$ cat config.mk
export PLATFORM = sky130hd
export DESIGN_NAME = rob_queue
export DESIGN_NICKNAME = d
export VERILOG_FILES = /design/src/rtl/rob_queue.sv
export SDC_FILE = /design/constraint.sdc
export NUM_CORES = 1
export LEC_CHECK = 0
export CORE_MARGIN = 10
export CORE_UTILIZATION = 35
export DETAILED_ROUTE_END_ITERATION = 6
export HOLD_SLACK_MARGIN = 0.02
export SLEW_MARGIN = 20
export SYNTH_ARGS = -nofsm -noshare
export SYNTH_HDL_FRONTEND = slang
export SYNTH_SLANG_ARGS = --single-unit
$ cat constraint.sdc
create_clock -name clk -period 16.3 [get_ports clk]
set_clock_uncertainty 0.05 [all_clocks]
set_input_delay 3.26 -clock clk [delete_from_list [all_inputs] [get_ports clk]]
set_output_delay 3.26 -clock clk [all_outputs]
set_load 0.01 [all_outputs]
$ cat src/rtl/rob_queue.sv
// Reorder buffer: circular queue of in-flight results, retired in program order.
// Allocates tags at issue, absorbs ALU/LSB broadcasts and flushes on a mispredicted branch.
module rob_queue #(
  parameter int ROB_SIZE_WIDTH = 3
) (
  input  logic                      clk,
  input  logic                      rst_n,
  input  logic                      rdy,
  output logic                      rob_full,
  output logic [ROB_SIZE_WIDTH-1:0] rob_tail_id,
  input  logic                      issue_valid,
  input  logic [1:0]                issue_type,
  input  logic [4:0]                issue_rd,
  input  logic                      issue_ready,
  input  logic [31:0]               issue_value,
  input  logic                      issue_pred,
  input  logic [31:0]               issue_alt_pc,
  input  logic                      rs_ready,
  input  logic [ROB_SIZE_WIDTH-1:0] rs_rob_id,
  input  logic [31:0]               rs_value,
  input  logic                      lsb_ready,
  input  logic [ROB_SIZE_WIDTH-1:0] lsb_rob_id,
  input  logic [31:0]               lsb_value,
  input  logic [ROB_SIZE_WIDTH-1:0] query_id1,
  input  logic [ROB_SIZE_WIDTH-1:0] query_id2,
  output logic                      query_rdy1,
  output logic                      query_rdy2,
  output logic [31:0]               query_val1,
  output logic [31:0]               query_val2,
  output logic                      commit_valid,
  output logic [1:0]                commit_type,
  output logic [4:0]                commit_rd,
  output logic [31:0]               commit_value,
  output logic [ROB_SIZE_WIDTH-1:0] commit_rob_id,
  output logic                      rob_clear,
  output logic [31:0]               clear_pc
);

  localparam int W = ROB_SIZE_WIDTH;
  localparam int N = 1 << W;

  logic [W-1:0] r_head;
  logic [W-1:0] r_tail;
  logic [W:0]   r_count;
  logic [N-1:0] r_busy;
  logic [N-1:0] r_ready;
  logic [N-1:0] r_pred;
  logic [1:0]   r_type   [N];
  logic [4:0]   r_rd     [N];
  logic [31:0]  r_value  [N];
  logic [31:0]  r_alt_pc [N];

  logic w_full;
  logic w_commit;
  logic w_flush;
  logic w_issue;
  logic w_rs_hit;
  logic w_lsb_hit;

  assign w_full    = (r_count == (W+1)'(N));
  assign w_commit  = r_busy[r_head] & r_ready[r_head];
  assign w_flush   = w_commit & (r_type[r_head] == 2'd1) &
                     (r_value[r_head][0] != r_pred[r_head]);
  assign w_issue   = issue_valid & ~w_full & ~w_flush;
  assign w_rs_hit  = rs_ready & r_busy[rs_rob_id] & ~w_flush;
  assign w_lsb_hit = lsb_ready & r_busy[lsb_rob_id] & ~w_flush;

  assign rob_full    = w_full;
  assign rob_tail_id = r_tail;

  always_ff @(posedge clk or negedge rst_n) begin
    if (!rst_n) begin
      r_head        <= '0;
      r_tail        <= '0;
      r_count       <= '0;
      r_busy        <= '0;
      r_ready       <= '0;
      commit_valid  <= 1'b0;
      commit_type   <= '0;
      commit_rd     <= '0;
      commit_value  <= '0;
      commit_rob_id <= '0;
      rob_clear     <= 1'b0;
      clear_pc      <= '0;
    end else if (rdy) begin
      commit_valid <= w_commit;
      rob_clear    <= w_flush;
      if (w_commit) begin
        commit_type   <= r_type[r_head];
        commit_rd     <= r_rd[r_head];
        commit_value  <= r_value[r_head];
        commit_rob_id <= r_head;
      end
      if (w_flush) begin
        clear_pc <= r_alt_pc[r_head];
        r_head   <= '0;
        r_tail   <= '0;
        r_count  <= '0;
        r_busy   <= '0;
        r_ready  <= '0;
      end else begin
        // head and tail only coincide when empty or full, so these never collide
        if (w_commit) begin
          r_busy[r_head] <= 1'b0;
          r_head         <= r_head + 1'b1;
        end
        if (w_issue) begin
          r_busy[r_tail]  <= 1'b1;
          r_ready[r_tail] <= issue_ready;
          r_tail          <= r_tail + 1'b1;
        end
        if (w_rs_hit)  r_ready[rs_rob_id]  <= 1'b1;
        if (w_lsb_hit) r_ready[lsb_rob_id] <= 1'b1;
        r_count <= r_count + {{W{1'b0}}, w_issue} - {{W{1'b0}}, w_commit};
      end
    end else begin
      commit_valid <= 1'b0;
      rob_clear    <= 1'b0;
    end
  end

  // Payload needs no reset: busy/ready gate every use of it.
  always_ff @(posedge clk) begin
    if (rdy && !w_flush) begin
      if (w_issue) begin
        r_type[r_tail]   <= issue_type;
        r_rd[r_tail]     <= issue_rd;
        r_value[r_tail]  <= issue_value;
        r_pred[r_tail]   <= issue_pred;
        r_alt_pc[r_tail] <= issue_alt_pc;
      end
      if (w_rs_hit)  r_value[rs_rob_id]  <= rs_value;
      if (w_lsb_hit) r_value[lsb_rob_id] <= lsb_value;
    end
  end

  function automatic logic [32:0] f_query(input logic [W-1:0] id);
    logic [32:0] res;
    res = '0;
    if (lsb_ready && lsb_rob_id == id)      res = {1'b1, lsb_value};
    else if (rs_ready && rs_rob_id == id)   res = {1'b1, rs_value};
    else if (r_busy[id] && r_ready[id])     res = {1'b1, r_value[id]};
    return res;
  endfunction

  always_comb begin
    {query_rdy1, query_val1} = f_query(query_id1);
    {query_rdy2, query_val2} = f_query(query_id2);
  end

endmodule

; ---- After elaboration in Yosys (flattened, before gate mapping)
; Memories as Yosys holds them, arrays and structs flattened. A register that Yosys moved wholly into a read port is not among the register bits.
; Cells that the tools add are included.
; W data, S select, Z words.
[op_classes]
eq_ne = 7
addsub = 4
mux = 63
order_cmp = 10
reduce_logical = 21
n_bitwise = 16
[op_table]
columns = cell, count
row1 = $mux W33, 6
row2 = $mux W8, 13
row3 = $bmux W1 S3, 9
row4 = $lt A3 B4 Y1 const B, 6
row5 = $mux W1, 24
row6 = $or A8 B8 Y8, 3
row7 = $bwmux W8, 2
row8 = $demux W1 S3, 4
row9 = $eq A3 B3 Y1, 4
row10 = $ge A3 B1 Y1 const B, 4
row11 = $mux W3, 4
row12 = $logic_and A1 B1 Y1, 11
row13 = $reduce_and A2 Y1, 5
row14 = $and A1 B1 Y1, 9
row15 = $and A8 B8 Y8, 1
row16 = $not A8 Y8, 1
row17 = $add A3 B1 Y3 const B, 2
row18 = $add A4 B1 Y4, 1
row19 = $eq A4 B4 Y1 const B, 1
row20 = $mux W4, 1
row21 = $reduce_bool A2 Y1, 2
row22 = $sub A4 B1 Y4, 1
row23 = $logic_not A1 Y1, 3
row24 = $eq A2 B1 Y1 const B, 1
row25 = other kinds (2), 3
[totals]
in_bits = 155
ramBits = 568
n_memories = 4
word_cells = 136
regBits = 73
[memory_table]
columns = memory, depth, word_bits, read_ports, rd_clocked_by_memory_dff, wr, line_no
row1 = r_alt_pc, 8, 32, 1, 1, 1, 51  ; logic [31:0] r_alt_pc [N];
row2 = r_value, 8, 32, 3, 0, 3, 50  ; logic [31:0] r_value [N];
row3 = r_rd, 8, 5, 1, 1, 1, 49  ; logic [4:0] r_rd [N];
row4 = r_type, 8, 2, 1, 0, 1, 48  ; logic [1:0] r_type [N];

; ---- Logic depth before layout (Yosys ltp)
; Gate-level depths: netlist (run 1).
[depth]
word_depth = 17
ltp_mapped = 17
depth_no_buf = 14

; ---- Least setup slack after synthesis (run 1)
; Ideal clock, no wire load.
[synth_timing]
kind = input-to-output
start = input port query_id2[0]
end = output port query_val2[14]
t_arrival_ns = 5.175
path_slack_ns = 7.815
n_path_buf = 3
stages = 8
cell_sequence = clkbuf_1 > buf_2 > buf_1 > mux4_2 > mux2i_1 > nor3_1 > a21oi_1 > a21oi_1
[synth_via]
elab_chain_cells = 6
word_cells_on_any_way = 13
[synth_rtl]
columns = element, line_no
row1 = start: declaration, 25  ; input logic [ROB_SIZE_WIDTH-1:0] query_id2,
row2 = $bmux W1 S3, 142  ; else if (r_busy[id] && r_ready[id]) res = {1'b1, r_value[id]};
row3 = $mux W1 (not written as such), 142
row4 = $logic_and A1 B1 Y1, 142
row5 = $mux W33, 142
row6 = $mux W33, 141  ; else if (rs_ready && rs_rob_id == id) res = {1'b1, rs_value};
row7 = $mux W33 *, 140  ; if (lsb_ready && lsb_rob_id == id) res = {1'b1, lsb_value};
row8 = end: declaration, 29  ; output logic [31:0] query_val2,
; Every way passes the cells marked *; elsewhere a longest branch is shown, timed or not. The select of a mux whose other input is x is not followed.

; ---- Worst setup path in the final report (run 1)
[layout_timing]
start = input port query_id2[1]
end = output port query_val2[4]
; Same word-level chain as after synthesis.

==> flow_summary.ini, run 1 <==
[clock_tree]
h-tree-depth = 3
hold_buffers = 0
path_clk_slew_ns = 0.06
cts-root-buf = clkbuf_16
post_cts_buffers = 0
cts.sinks = 678
cts_tree = built
cts.path.max_buffers = 3
cts_buffers = 78
clkLatencyLatePin_ns = 0.64
post_cts_resized = 0

[yosys]
synthDistinctLibCells = 55
syn_area_per_cell_um2 = 11.1
synth_commonest_cells = edfxtp_1 (576), nand2_1 (551), nor2_1 (351)
synth_enable_flop_cells = 576
dominantRegCellSynth = edfxtp_1
yosys.area_share.simple = 0.115
synthCells = 3266
synth_xor_area_frac = 0.00408
ys_warn_count = 0
async_reset_ff_frac = 0.150
synth_compound_area_frac = 0.164
syn-cell-area_um2 = 36200
ys_seq_area_frac = 0.548
yosysTopAreaCell = edfxtp_1
yosysMostFrequentCell = edfxtp_1
ys_top_cells_by_area = edfxtp_1 (48%), mux4_2 (9.1%), dfrtp_1 (7.1%), nand2_1 (5.7%), a31oi_1 (5.5%)
yosys_register_bits = 678
netlist.area_leader.share = 0.478
syn_nets = 3429
muxShareOfSynthArea = 0.118
synthAdderAreaFrac = 0.00297
synth_top_family_by_area = compound AO/OA/AOI/OAI gates

[sta]
worst_pin_slew_ns = 1.29
hold_viol = 0
max_freq_mhz = 97.4
relSlewSlack = 0.138
final-max-slew-violation-count = 0
rsz0062_at_grt = false
fin_setup_tns_ns = 0
setup_viol = 0
layout_setup_ws_ns = 6.04
finalCritPeriodShare = 0.630
min_period_ns = 10.26

[place]
pre_cts_ws_ns = 6.19
gp_congestion = 0.869
port_buffers = 300
hpwlAfterDp_um = 80500

[power]
p_clk_frac = 0.286
powerDensity_nw_per_um2 = 144
p_leak_nw = 14.8
intPower_mw = 3.96
peakVddDrop_v = 0.000143
seq_power_share = 0.377
total_power_mw = 6.16
switching_share = 0.357
switching_power_mw = 2.20
comb_power_share = 0.337

[floorplanning]
die_w_um = 342
die_y_um = 342
rows = 117
num_io_pins = 301
start_util = 0.354
core-area_um2 = 102000
dieArea_um2 = 117000

[flow_run]
maxCapViolations = 0

[routing]
via_count = 29509
drc = 0
drtPass1Iterations = 6
drt-wirelength-per-cell_um = 29.5
routed_via_density = 6.19
drt_iter0_drc = 3852
ant_nets = 0
wl_um = 141000

[setup_path]
worstPathMaxFanout = 35
cp-end-kind = primary output
critical-path-max-stage-delay_ns = 0.66
critPathKind = primary input to primary output
crit_chain = buf_4 > buf_4 > mux4_2 > mux2_2 > nor3_1 > a21oi_1 > a21oi_1 > clkdlybuf4s50_1
worst_path_max_delay_cell = mux2_2
arrival_ns = 6.95
crit_required_ns = 12.99
worst_setup_path_start_kind = primary input

[final_layout]
nets = 3490
syn2layout_area_growth_pct = 17.8
drive_above_1_share = 0.123

[status]
outcome = complete, no violations

[global_route]
grt_max_degree = 66
antenna_found_initial = 19
track_usage = 0.230
grt_pass1_vias = 27809
grt_pass1_wl_um = 200000
grt_overflow = 0

[min_path]
hold_path.class = flip-flop to flip-flop
-- critical path, delay by kind of cell --
kind | cells | cell delay [ns]
compound gates | 2 | 0.28
mux | 2 | 1.23
buf+inv | 3 | 1.79
simple gates | 1 | 0.32
-- final cells by class --
class,instances,area [um^2]
Fill cell,9621,59500
Tap cell,1368,1710
Inverter,12,45.0
Antenna cell,7,17.5
Clock buffer,103,2160
Timing Repair Buffer,367,3480
Multi-Input combinational cell,2190,15000
Clock inverter,42,382
Sequential cell,678,19900
-- routing by layer --
layer | up-vias | routed length [um] | track usage
met5 | - | 183 | 0.00666
met4 | 14 | 4630 | 0.0852
met3 | 311 | 17400 | 0.0652
met2 | 1977 | 63300 | 0.354
met1 | 14672 | 55100 | 0.307
li1 | 12535 | - | -
-- path summary, 6_finish.rpt --
path                       slack, ns                     start                            to  cells after the start
setup / recovery                6.04              query_id2[1]                 query_val2[4]                      8
hold / removal                  0.42  clear_pc[11]$_DFFE_PN0P_      clear_pc[11]$_DFFE_PN0P_                      1
min in group asynchronous       2.57                     rst_n  commit_value[30]$_DFFE_PN0P_                      1
hold reg to reg                 0.42  clear_pc[11]$_DFFE_PN0P_      clear_pc[11]$_DFFE_PN0P_                      1
max in group asynchronous      12.16                     rst_n      clear_pc[13]$_DFFE_PN0P_                      2
setup reg to reg               10.90     r_head[0]$_DFFE_PN0P_      r_alt_pc[5][2]$_DFFE_PP_                      8
-- power groups by stage --
stage / logic (mW) / clock network (mW) / registers (mW)
floorplan: 1.13 / 0 / 2.31
global placement: 2.05 / 0 / 2.35
detailed placement: 2.06 / 0 / 2.35
CTS: 2.06 / 1.79 / 2.32
global route: 2.20 / 1.86 / 2.34
finish: 2.07 / 1.76 / 2.32
-- placed cells by master (no fill, tap or decap), types with 7 or more instances in the layout --
master           count
clkbuf_8             7
edfxtp_1           576
a22o_1              89
nand2b_1             7
a31o_2              14
clkdlybuf4s50_1    292
nand3_1             18
ha_1                 7
nor2b_1              7
diode_2              7
nor2_4               9
a41oi_1              7
inv_1                9
and2_1               7
mux2i_1             78
a21oi_1            177
o21ai_0             38
o2bb2ai_1            7
a31oi_1            312
dfrtp_1             99
a21o_1              32
nand2_1            551
nand4_1             11
a221oi_1            93
clkbuf_16           80
clkbuf_1            16
clkinv_1            14
xnor2_1              9
nor3_1              72
nor2_1             342
mux2_2              15
buf_4               72
a22oi_1             71
clkinv_2            14
mux4_2             147
-- sequential cells by signal, indices dropped and copies added, names as in the netlist, 2 cells and up --
register / cells
r_alt_pc: 256
commit_value: 32
rob_tail_id: 3
r_count: 4
r_pred: 8
commit_type: 2
commit_rd: 5
clear_pc: 32
r_head: 3
r_rd: 40
r_type: 16
commit_rob_id: 3
r_busy: 8
r_ready: 8
r_value: 256
-- cell families after synthesis --
family / after synthesis
AO/OA/AOI/OAI: 878
XOR/XNOR: 16
adder cells (fa/ha/maj): 8
buffers and inverters: 398
flip-flops: 678
multiplexers: 241
AND/OR/NAND/NOR: 1047
-- metrics by stage --
step | instances | cell area [um^2] | utilization | hold WS [ns]
after floorplan | 3266 | 36200 | - | 0.406
after global placement | 4615 | 40100 | 0.392 | 0.409
after detailed placement | 4615 | 40100 | 0.392 | 0.415
after CTS | 4760 | 42600 | 0.417 | 0.427
after global routing | 4765 | 42600 | 0.417 | 0.443
final | 4767 | 42600 | 0.417 | 0.423
Power figures use the tool's default switching activity.
==> run 2, diff against run 1 <==
==> constraint.sdc (replaced) <==
create_clock -name clk -period 9.4 [get_ports clk]
set_clock_uncertainty 0.05 [all_clocks]
set_input_delay 1.88 -clock clk [delete_from_list [all_inputs] [get_ports clk]]
set_output_delay 1.88 -clock clk [all_outputs]
set_load 0.01 [all_outputs]
==> flow_summary.ini, run 2 (synthesis results as in run 1) <==
[status]
outcome = finished with violations
violations = design-rule violations

[power]
powerDensity_nw_per_um2 = 253
seq_power_share = 0.371
switching_share = 0.356
intPower_mw = 6.97
peakVddDrop_v = 0.000249
switching_power_mw = 3.86
comb_power_share = 0.332
p_clk_frac = 0.296
p_leak_nw = 14.9

[floorplanning]
core-area_um2 = 102000
start_util = 0.354
rows = 117
die_y_um = 342
num_io_pins = 301
dieArea_um2 = 117000
die_w_um = 342

[sta]
whs_ns = 0.424
hold_viol = 0
fin_setup_tns_ns = 0
final-max-slew-violation-count = 0
finalCritPeriodShare = 0.743
min_period_ns = 6.99
rsz0062_at_grt = false
max_freq_mhz = 143
worst_pin_slew_ns = 1.26
relSlewSlack = 0.155
setup_viol = 0

[setup_path]
ff2ff_setup_slack_ns = 3.88
worst_setup_path_start_kind = primary input
critical-path-max-stage-delay_ns = 0.64
worstRegToRegCells = 8
timing.rr.start = r_head[0]$_DFFE_PN0P_
cp-end-kind = primary output
arrival_ns = 5.06
critPathKind = primary input to primary output
timing.rr.end = r_alt_pc[1][6]$_DFFE_PP_
crit_required_ns = 7.47
worstPathMaxFanout = 65
worst_path_max_delay_cell = buf_4
crit_chain = buf_2 > buf_4 > xor2_1 > nor3_2 > buf_4 > nor3_1 > a21oi_1 > a21oi_1 > clkdlybuf4s50_1

[routing]
drtPass1Iterations = 7
drt_iter0_drc = 3935
ant_nets = 0
drt-wirelength-per-cell_um = 29.4
via_count = 29395
drc = 1
routed_via_density = 6.17
wl_um = 140000

[min_path]
hold_path.class = flip-flop to flip-flop
holdPathEnd = clear_pc[20]$_DFFE_PN0P_
hold_path.startpoint = clear_pc[20]$_DFFE_PN0P_
whs_path_depth = 1

[clock_tree]
hold_buffers = 0
cts.sinks = 678
cts_buffers = 79
cts.path.max_buffers = 3
cts-root-buf = clkbuf_16
cts_tree = built
post_cts_buffers = 0
clkLatencyLatePin_ns = 0.67
path_clk_slew_ns = 0.06
post_cts_resized = 0
h-tree-depth = 3

[global_route]
antenna_found_initial = 10
grt_pass1_wl_um = 199000
track_usage = 0.230
grt_max_degree = 69
grt_pass1_vias = 27748
grt_overflow = 0

[place]
dp_cells = 4614
place_area_um2 = 40100
gp_congestion = 0.850
hpwlAfterDp_um = 80300
port_buffers = 300

[final_layout]
mostFrequentLayoutCell = edfxtp_1
syn2layout_area_growth_pct = 18.4
finalInstanceArea_um2 = 42900
stdcell_count = 4768
mostFrequentLayoutCells = edfxtp_1 (576), nand2_1 (551), nor2_1 (342), a31oi_1 (312), clkdlybuf4s50_1 (292)
nets = 3492
drive_above_1_share = 0.124
largestRegisters = r_alt_pc (256), r_value (256), r_rd (40)

[flow_run]
maxCapViolations = 0
run 2: cell types whose count changed in the layout (fill, tap and decap cells not counted), sizes merged:
| cell | change |
|---|---|
| clkbuf | +1 |
| buf | +1 |
| clkinvlp | -1 |
| clkinv | -6 |
| inv | +3 |
| bufinv | +3 |
run 2: area by class of cell:
type	instances	area, um^2
fillers	9652	59300
flip-flops and latches	678	19900
multi-input cells	2190	15000
repair buffers	368	3560
clock buffers	104	2150
well taps	1368	1710
clock inverters	41	537
inverters	12	45.0
diodes	7	17.5
run 2: worst max-delay path by stage:
stage | from | endpoint | depth (start not counted)
finish | query_id1[2] | query_val1[4] | 9
CTS | query_id2[1] | query_val2[27] | 7
floorplan | rs_rob_id[2] | r_value[3][0]$_DFFE_PP_ | 5
detailed placement | query_id2[1] | query_val2[27] | 7
global route | query_id1[2] | query_val1[11] | 9
global placement | query_id2[1] | query_val2[27] | 7
run 2: per-layer routing:
layer / track usage / up-vias / wire length, um
met5: 0.00916 / - / 183
met4: 0.0809 / 8 / 4380
met3: 0.0629 / 325 / 17200
met2: 0.353 / 1997 / 62800
met1: 0.310 / 14521 / 55500
li1: - / 12544 / -
run 2: worst max-delay path, delay by kind of cell:
family / cells / cell delay, ns
buffers and inverters: 4 / 2.24
and+or+nand+nor: 2 / 0.33
AOI/OAI and AO/OA: 2 / 0.29
xor gates and xnor gates: 1 / 0.16
run 2: power groups by stage:
stage,combinational [mW],clock [mW],sequential (mW)
4_1_cts,3.58,3.26,4.01
6_report,3.60,3.21,4.02
2_1_floorplan,1.97,0,4.01
5_1_grt,3.83,3.36,4.06
3_3_place_gp,3.54,0,4.06
3_5_place_dp,3.57,0,4.07
run 2: metrics by stage:
stage          power, mW   util  worst slack (ns)
2_1_floorplan       5.98      -              3.43
3_3_place_gp        7.60  0.392              2.31
3_5_place_dp        7.64  0.392              2.22
4_1_cts             10.8  0.419              2.23
5_1_grt             11.2  0.419              2.33
6_report            10.8  0.419              2.41
